===== config.mk =====
export PLATFORM = sky130hd
export DESIGN_NAME = countdown_timer
export DESIGN_NICKNAME = d
export VERILOG_FILES = /design/src/rtl/countdown_timer.sv
export SDC_FILE = /design/constraint.sdc
export NUM_CORES = 1
export LEC_CHECK = 0
export CAP_MARGIN = 20
export CORE_AREA = 4 4 41 43
export CTS_BUF_LIST = sky130_fd_sc_hd__clkbuf_8
export CTS_CLUSTER_DIAMETER = 60
export DETAILED_ROUTE_END_ITERATION = 7
export DIE_AREA = 0 0 45 47
export PLACE_DENSITY = 0.82
export SLEW_MARGIN = 40
export SYNTH_ARGS = -nofsm -noshare
export SYNTH_HDL_FRONTEND = slang
export SYNTH_SLANG_ARGS = --single-unit
export TNS_END_PERCENT = 1

===== constraint.sdc =====
create_clock -name clk -period 1.8 [get_ports clk]
set_input_delay 0.27 -clock clk [delete_from_list [all_inputs] [get_ports clk]]
set_output_delay 0.27 -clock clk [all_outputs]
set_load 0.05 [all_outputs]

===== src/rtl/countdown_timer.sv =====
// countdown_timer: loadable down-counter with one-cycle terminal-count pulse.
//
// A period is captured with load, counting begins on start and steps down once
// per clock until zero. At terminal count, done pulses for one cycle and the
// timer either returns to IDLE or reloads the captured period and keeps going.
//
// Ports:
//   clk        system clock, all state changes on posedge
//   rst        synchronous reset, active low
//   load       capture load_val into cnt and period; aborts any run
//   load_val   value captured on load
//   start      begin counting from cnt (IDLE only, ignored when cnt == 0)
//   pause      level; hold the count while high (RUN/PAUSE only)
//   reload_en  level; at terminal count, reload period and keep running
//   cnt        current count (registered)
//   busy       high in RUN or PAUSE
//   done       registered one-cycle pulse at terminal count
//   zero       combinational, high when cnt == 0
module countdown_timer #(
    parameter int unsigned WIDTH = 3
) (
    input  logic             clk,
    input  logic             rst,
    input  logic             load,
    input  logic [WIDTH-1:0] load_val,
    input  logic             start,
    input  logic             pause,
    input  logic             reload_en,
    output logic [WIDTH-1:0] cnt,
    output logic             busy,
    output logic             done,
    output logic             zero
);

    typedef enum logic [1:0] {
        IDLE  = 2'd0,
        RUN   = 2'd1,
        PAUSE = 2'd2
    } state_t;

    state_t           state_q, state_d;
    logic [WIDTH-1:0] cnt_q, cnt_d;
    logic [WIDTH-1:0] period_q, period_d;
    logic             done_q, done_d;

    always_ff @(posedge clk) begin
        if (!rst) begin
            state_q  <= IDLE;
            cnt_q    <= '0;
            period_q <= '0;
            done_q   <= 1'b0;
        end else begin
            state_q  <= state_d;
            cnt_q    <= cnt_d;
            period_q <= period_d;
            done_q   <= done_d;
        end
    end

    always_comb begin
        state_d  = state_q;
        cnt_d    = cnt_q;
        period_d = period_q;
        done_d   = 1'b0;

        if (load) begin
            // Load outranks everything but reset and aborts any run silently.
            cnt_d    = load_val;
            period_d = load_val;
            state_d  = IDLE;
        end else begin
            case (state_q)
                IDLE: begin
                    if (start && (cnt_q != '0)) begin
                        state_d = RUN;
                    end
                end
                RUN: begin
                    if (pause) begin
                        // Pause beats terminal count, so done waits for the resume.
                        state_d = PAUSE;
                    end else if (cnt_q > WIDTH'(1)) begin
                        cnt_d = cnt_q - WIDTH'(1);
                    end else if (cnt_q == WIDTH'(1)) begin
                        done_d = 1'b1;
                        if (reload_en) begin
                            cnt_d = period_q;
                        end else begin
                            cnt_d   = '0;
                            state_d = IDLE;
                        end
                    end else begin
                        // cnt == 0 cannot be reached in RUN; drop back safely
                        // rather than wrapping.
                        state_d = IDLE;
                    end
                end
                PAUSE: begin
                    if (!pause) begin
                        state_d = RUN;
                    end
                end
                default: begin
                    state_d = IDLE;
                end
            endcase
        end
    end

    assign cnt  = cnt_q;
    assign busy = (state_q == RUN) || (state_q == PAUSE);
    assign done = done_q;
    assign zero = (cnt_q == '0);

endmodule


==> results.tsv <==
stage	metric	value	unit
clocking	insertion delay to the later sink of the worst-skew pair	0.23	ns
timing	RSZ-0062 raised after global routing	yes	
floorplanning	core area	1301	µm²
clocking	Root Buffer	clkbuf_8	
clocking	Sink Count	9	
final_layout	Fillers	117	
clocking	Reg clk slew, reported paths	0.04	ns
clocking	H-tree Lvls	1	
route	DR iter-0 viols	1	
clocking	Max clock buf depth	2	
route	wire length per cell	13.18	µm
timing	Least-Margin Pin Slew	0.4929	ns
floorplanning	Initial Util	42.79	%
placement	Final GP Congestion	0.9045	
global_route	vias in the first global route	538	
yosys	Post-Synthesis Cell Area	556.8	µm²
power	pwr/cell area	712.7	nW/µm²
worst_setup_path	R2R depth	7	
global_route	number of antenna violations at the first check in global routing	0	
power	clock network fraction of total power	37.1	%
power	Peak VDD IR	557.5	µV
power	Flop pwr share	35.6	%
placement	Inst Count DP	99	
power	switching share of total power	28.28	%
final_layout	Finished Layout Cells	104	
timing	Setup TNS Final	0	ns
yosys	Synth Flop Type	dfxtp_1	
worst_setup_path	r2r endpoint	state_q[0]$_SDFFE_PP0P_	
final_layout	n_diodes	0	
power	Total Power	610.8	µW
yosys	#FFs+latches synth	9	
global_route	first-pass GRT wire length	2.325	mm
global_route	largest net degree at the start of global routing	9	
final_layout	Util after Layout	65.87	%
yosys	post-synth top area share	32.36	%
timing	max-slew violation count	0	
worst_setup_path	critical path peak fanout	4	
timing	Max Clock Freq	556.2	MHz
global_route	gr usage total	15.43	%
clocking	CTS tree	yes	
worst_setup_path	Buf+Inv Stages, Crit Path	1	
final_layout	Finished Cell Area	857.1	µm²
yosys	count of different cell masters after synthesis	21	
route	DRC Markers	0	
power	Logic pwr share	27.3	%
yosys	EDFF count, synth	0	
yosys	Post-Syn Instances	68	
job	max-cap viol count	0	
worst_setup_path	Slowest-stage cell, CP	or4_1	
route	Detail Route Antenna Nets	0	
yosys	Synth area leader	dfxtp_1	
placement	DP HPWL	1.098	mm
worst_setup_path	CP top delay family	simple AND/OR/NAND/NOR gates	
power	Int Pwr	438.1	µW
timing	setup ws final	0.002223	ns
timing	Setup Skew	0.001871	ns
hold_path	Min-Delay Endpoint	period_q[2]$_SDFFE_PN0P_	
floorplanning	num rows	13	
worst_setup_path	worst reg2reg setup slack	0.002	ns
floorplanning	I/O pin count	15	
route	TritonRoute pass-1 iters	4	
hold_path	worst hold-check path type	flip-flop to flip-flop	
worst_setup_path	required time worst endpoint	1.96	ns
timing	min cycle time layout	1.798	ns
worst_setup_path	Worst setup EP type	flip-flop	
timing	# setup viols final	0	
power	Static Leakage	0.3377	nW
yosys	syn_nets	84	
yosys	Post-synth top cells	nand2_1, dfxtp_1, inv_1, ha_1	
floorplanning	Die ar.	2115	µm²
route	Post-Route WL	1.371	mm
final_layout	Layout area overhead	53.93	%
worst_setup_path	critical-path cell list	inv_4 > ha_4 > ha_4 > nand2b_4 > a22o_4 > or4_1 > a21oi_2	
worst_setup_path	WS Path Type	flip-flop to flip-flop	
route	via count	571	
yosys	Async S/R FF share, synth	0	%
worst_setup_path	cell with the most instances on the worst path	ha_4	
floorplanning	die height	47	µm
final_layout	layout cell share with drive strength beyond 1	26.97	%
timing	fin crit share	99.88	%
outcome	status	complete, no violations	
yosys	Area contributors post-synth	dfxtp_1, ha_1, nand2_1	
yosys	synth warn	0	
floorplanning	Die X	45	µm
route	Vias/cell	5.490	
worst_setup_path	CP arrival	1.96	ns
hold_path	worst hold start	period_q[2]$_SDFFE_PN0P_	
placement	Place WS	-0.02022	ns
worst_setup_path	slowest stage delay, CP	0.52	ns
clocking	TritonCTS Buffers	3	
final_layout	fin nets	106	
worst_setup_path	Worst R2R Start	cnt[0]$_SDFFE_PN0P_	
yosys	Seq/Total Area, Yosys	32.36	%
hold_path	hold path depth	2	
timing	max_slew headroom	67.04	%
timing	Final Hold Violating Endpoints	0	
timing	hold slack	0.4553	ns
placement	Placed Area	792.0	µm²
worst_setup_path	Startpoint Class	flip-flop	
power	Psw	172.7	µW
yosys	synthesized area per cell	8.188	µm²
yosys	top-count cell post-synth	nand2_1	
placement	port bufs	14	
global_route	global route overflow	0	
==> layout by cell type, fill, tap and decap left out, types with 2 or more instances in the layout <==
master | synthesis | layout
ha_4 | 0 | 2
buf_4 | 0 | 6
clkbuf_8 | 0 | 3
ha_1 | 7 | 5
nand2_1 | 13 | 13
o21ai_1 | 2 | 2
dfxtp_4 | 0 | 3
a21oi_1 | 5 | 4
a211oi_1 | 5 | 5
buf_12 | 0 | 2
clkdlybuf4s50_1 | 0 | 9
o21ai_0 | 4 | 4
inv_4 | 0 | 2
nor2_1 | 2 | 2
dfxtp_1 | 9 | 6
inv_1 | 8 | 7
==> worst max path at each step <==
| stage | startpoint | end | slack [ns] | depth (start not counted) |
|---|---|---|---|---|
| 2_1_floorplan | cnt[0]$_SDFFE_PN0P_ | state_q[0]$_SDFFE_PP0P_ | -0.09 | 7 |
| 3_3_place_gp | cnt[0]$_SDFFE_PN0P_ | state_q[0]$_SDFFE_PP0P_ | 0.06 | 7 |
| 3_5_place_dp | cnt[0]$_SDFFE_PN0P_ | state_q[0]$_SDFFE_PP0P_ | -0.02 | 7 |
| 4_1_cts | cnt[0]$_SDFFE_PN0P_ | state_q[0]$_SDFFE_PP0P_ | 0.005 | 7 |
| 5_1_grt | cnt[0]$_SDFFE_PN0P_ | state_q[0]$_SDFFE_PP0P_ | -0.05 | 7 |
| 6_report | cnt[0]$_SDFFE_PN0P_ | state_q[0]$_SDFFE_PP0P_ | 0.002 | 7 |
==> flip-flops by register name, summed over array words and instances (netlist names) <==
| name | cells |
|---|---|
| period_q | 3 |
| state_q | 2 |
| cnt | 3 |
| done | 1 |
==> worst min-delay path, stage by stage (launching register included) <==
cell	delay [ns]
dfxtp_1	0.30
nand2_1	0.05
a21oi_1	0.05
==> per-layer routing <==
layer	vias up	track usage (%)	wire (µm)	part of all wire, %
met3	4	3.448	94	6.9
met5	-	0	0	0
met1	264	16.89	553	40
li1	283	-	-	-
met2	20	27.40	705	51
met4	0	8.772	17	1.2
==> cell type report <==
type	instances	area, µm²	share of cell area, %
Multi-Input combinational cell	51	391.6	45.69
Clock buffer	3	41.29	4.818
Tap cell	15	18.77	2.190
Inverter	8	35.03	4.088
Clock inverter	1	3.754	0.4380
Sequential cell	9	191.4	22.34
Timing Repair Buffer	17	175.2	20.44
==> power by group through the flow <==
| stage | combinational [mW] | clock [mW] | sequential [mW] |
|---|---|---|---|
| 3_3_place_gp | 0.153 | 0 | 0.221 |
| 3_5_place_dp | 0.160 | 0 | 0.222 |
| 4_1_cts | 0.163 | 0.237 | 0.217 |
| 2_1_floorplan | 0.0821 | 0 | 0.235 |
| 5_1_grt | 0.180 | 0.249 | 0.218 |
| 6_report | 0.167 | 0.226 | 0.217 |
==> logic make-up (layout without fill, tap and decap cells) <==
kind of cell | count (synthesis) | after routing | share of synthesized area, %
simple gates | 23 | 23 | 22.47
compound gates | 21 | 21 | 24.05
flops | 9 | 9 | 32.36
buf+inv | 8 | 29 | 5.393
fa+ha+maj | 7 | 7 | 15.73
==> repair_timing <==
action	in CTS	in global routing
gates cloned	0	0
endpoints found under the setup margin	1	2
resized for setup	0	2
hold buffers	0	0
setup buffers	1	0
Power figures use the tool's default switching activity.
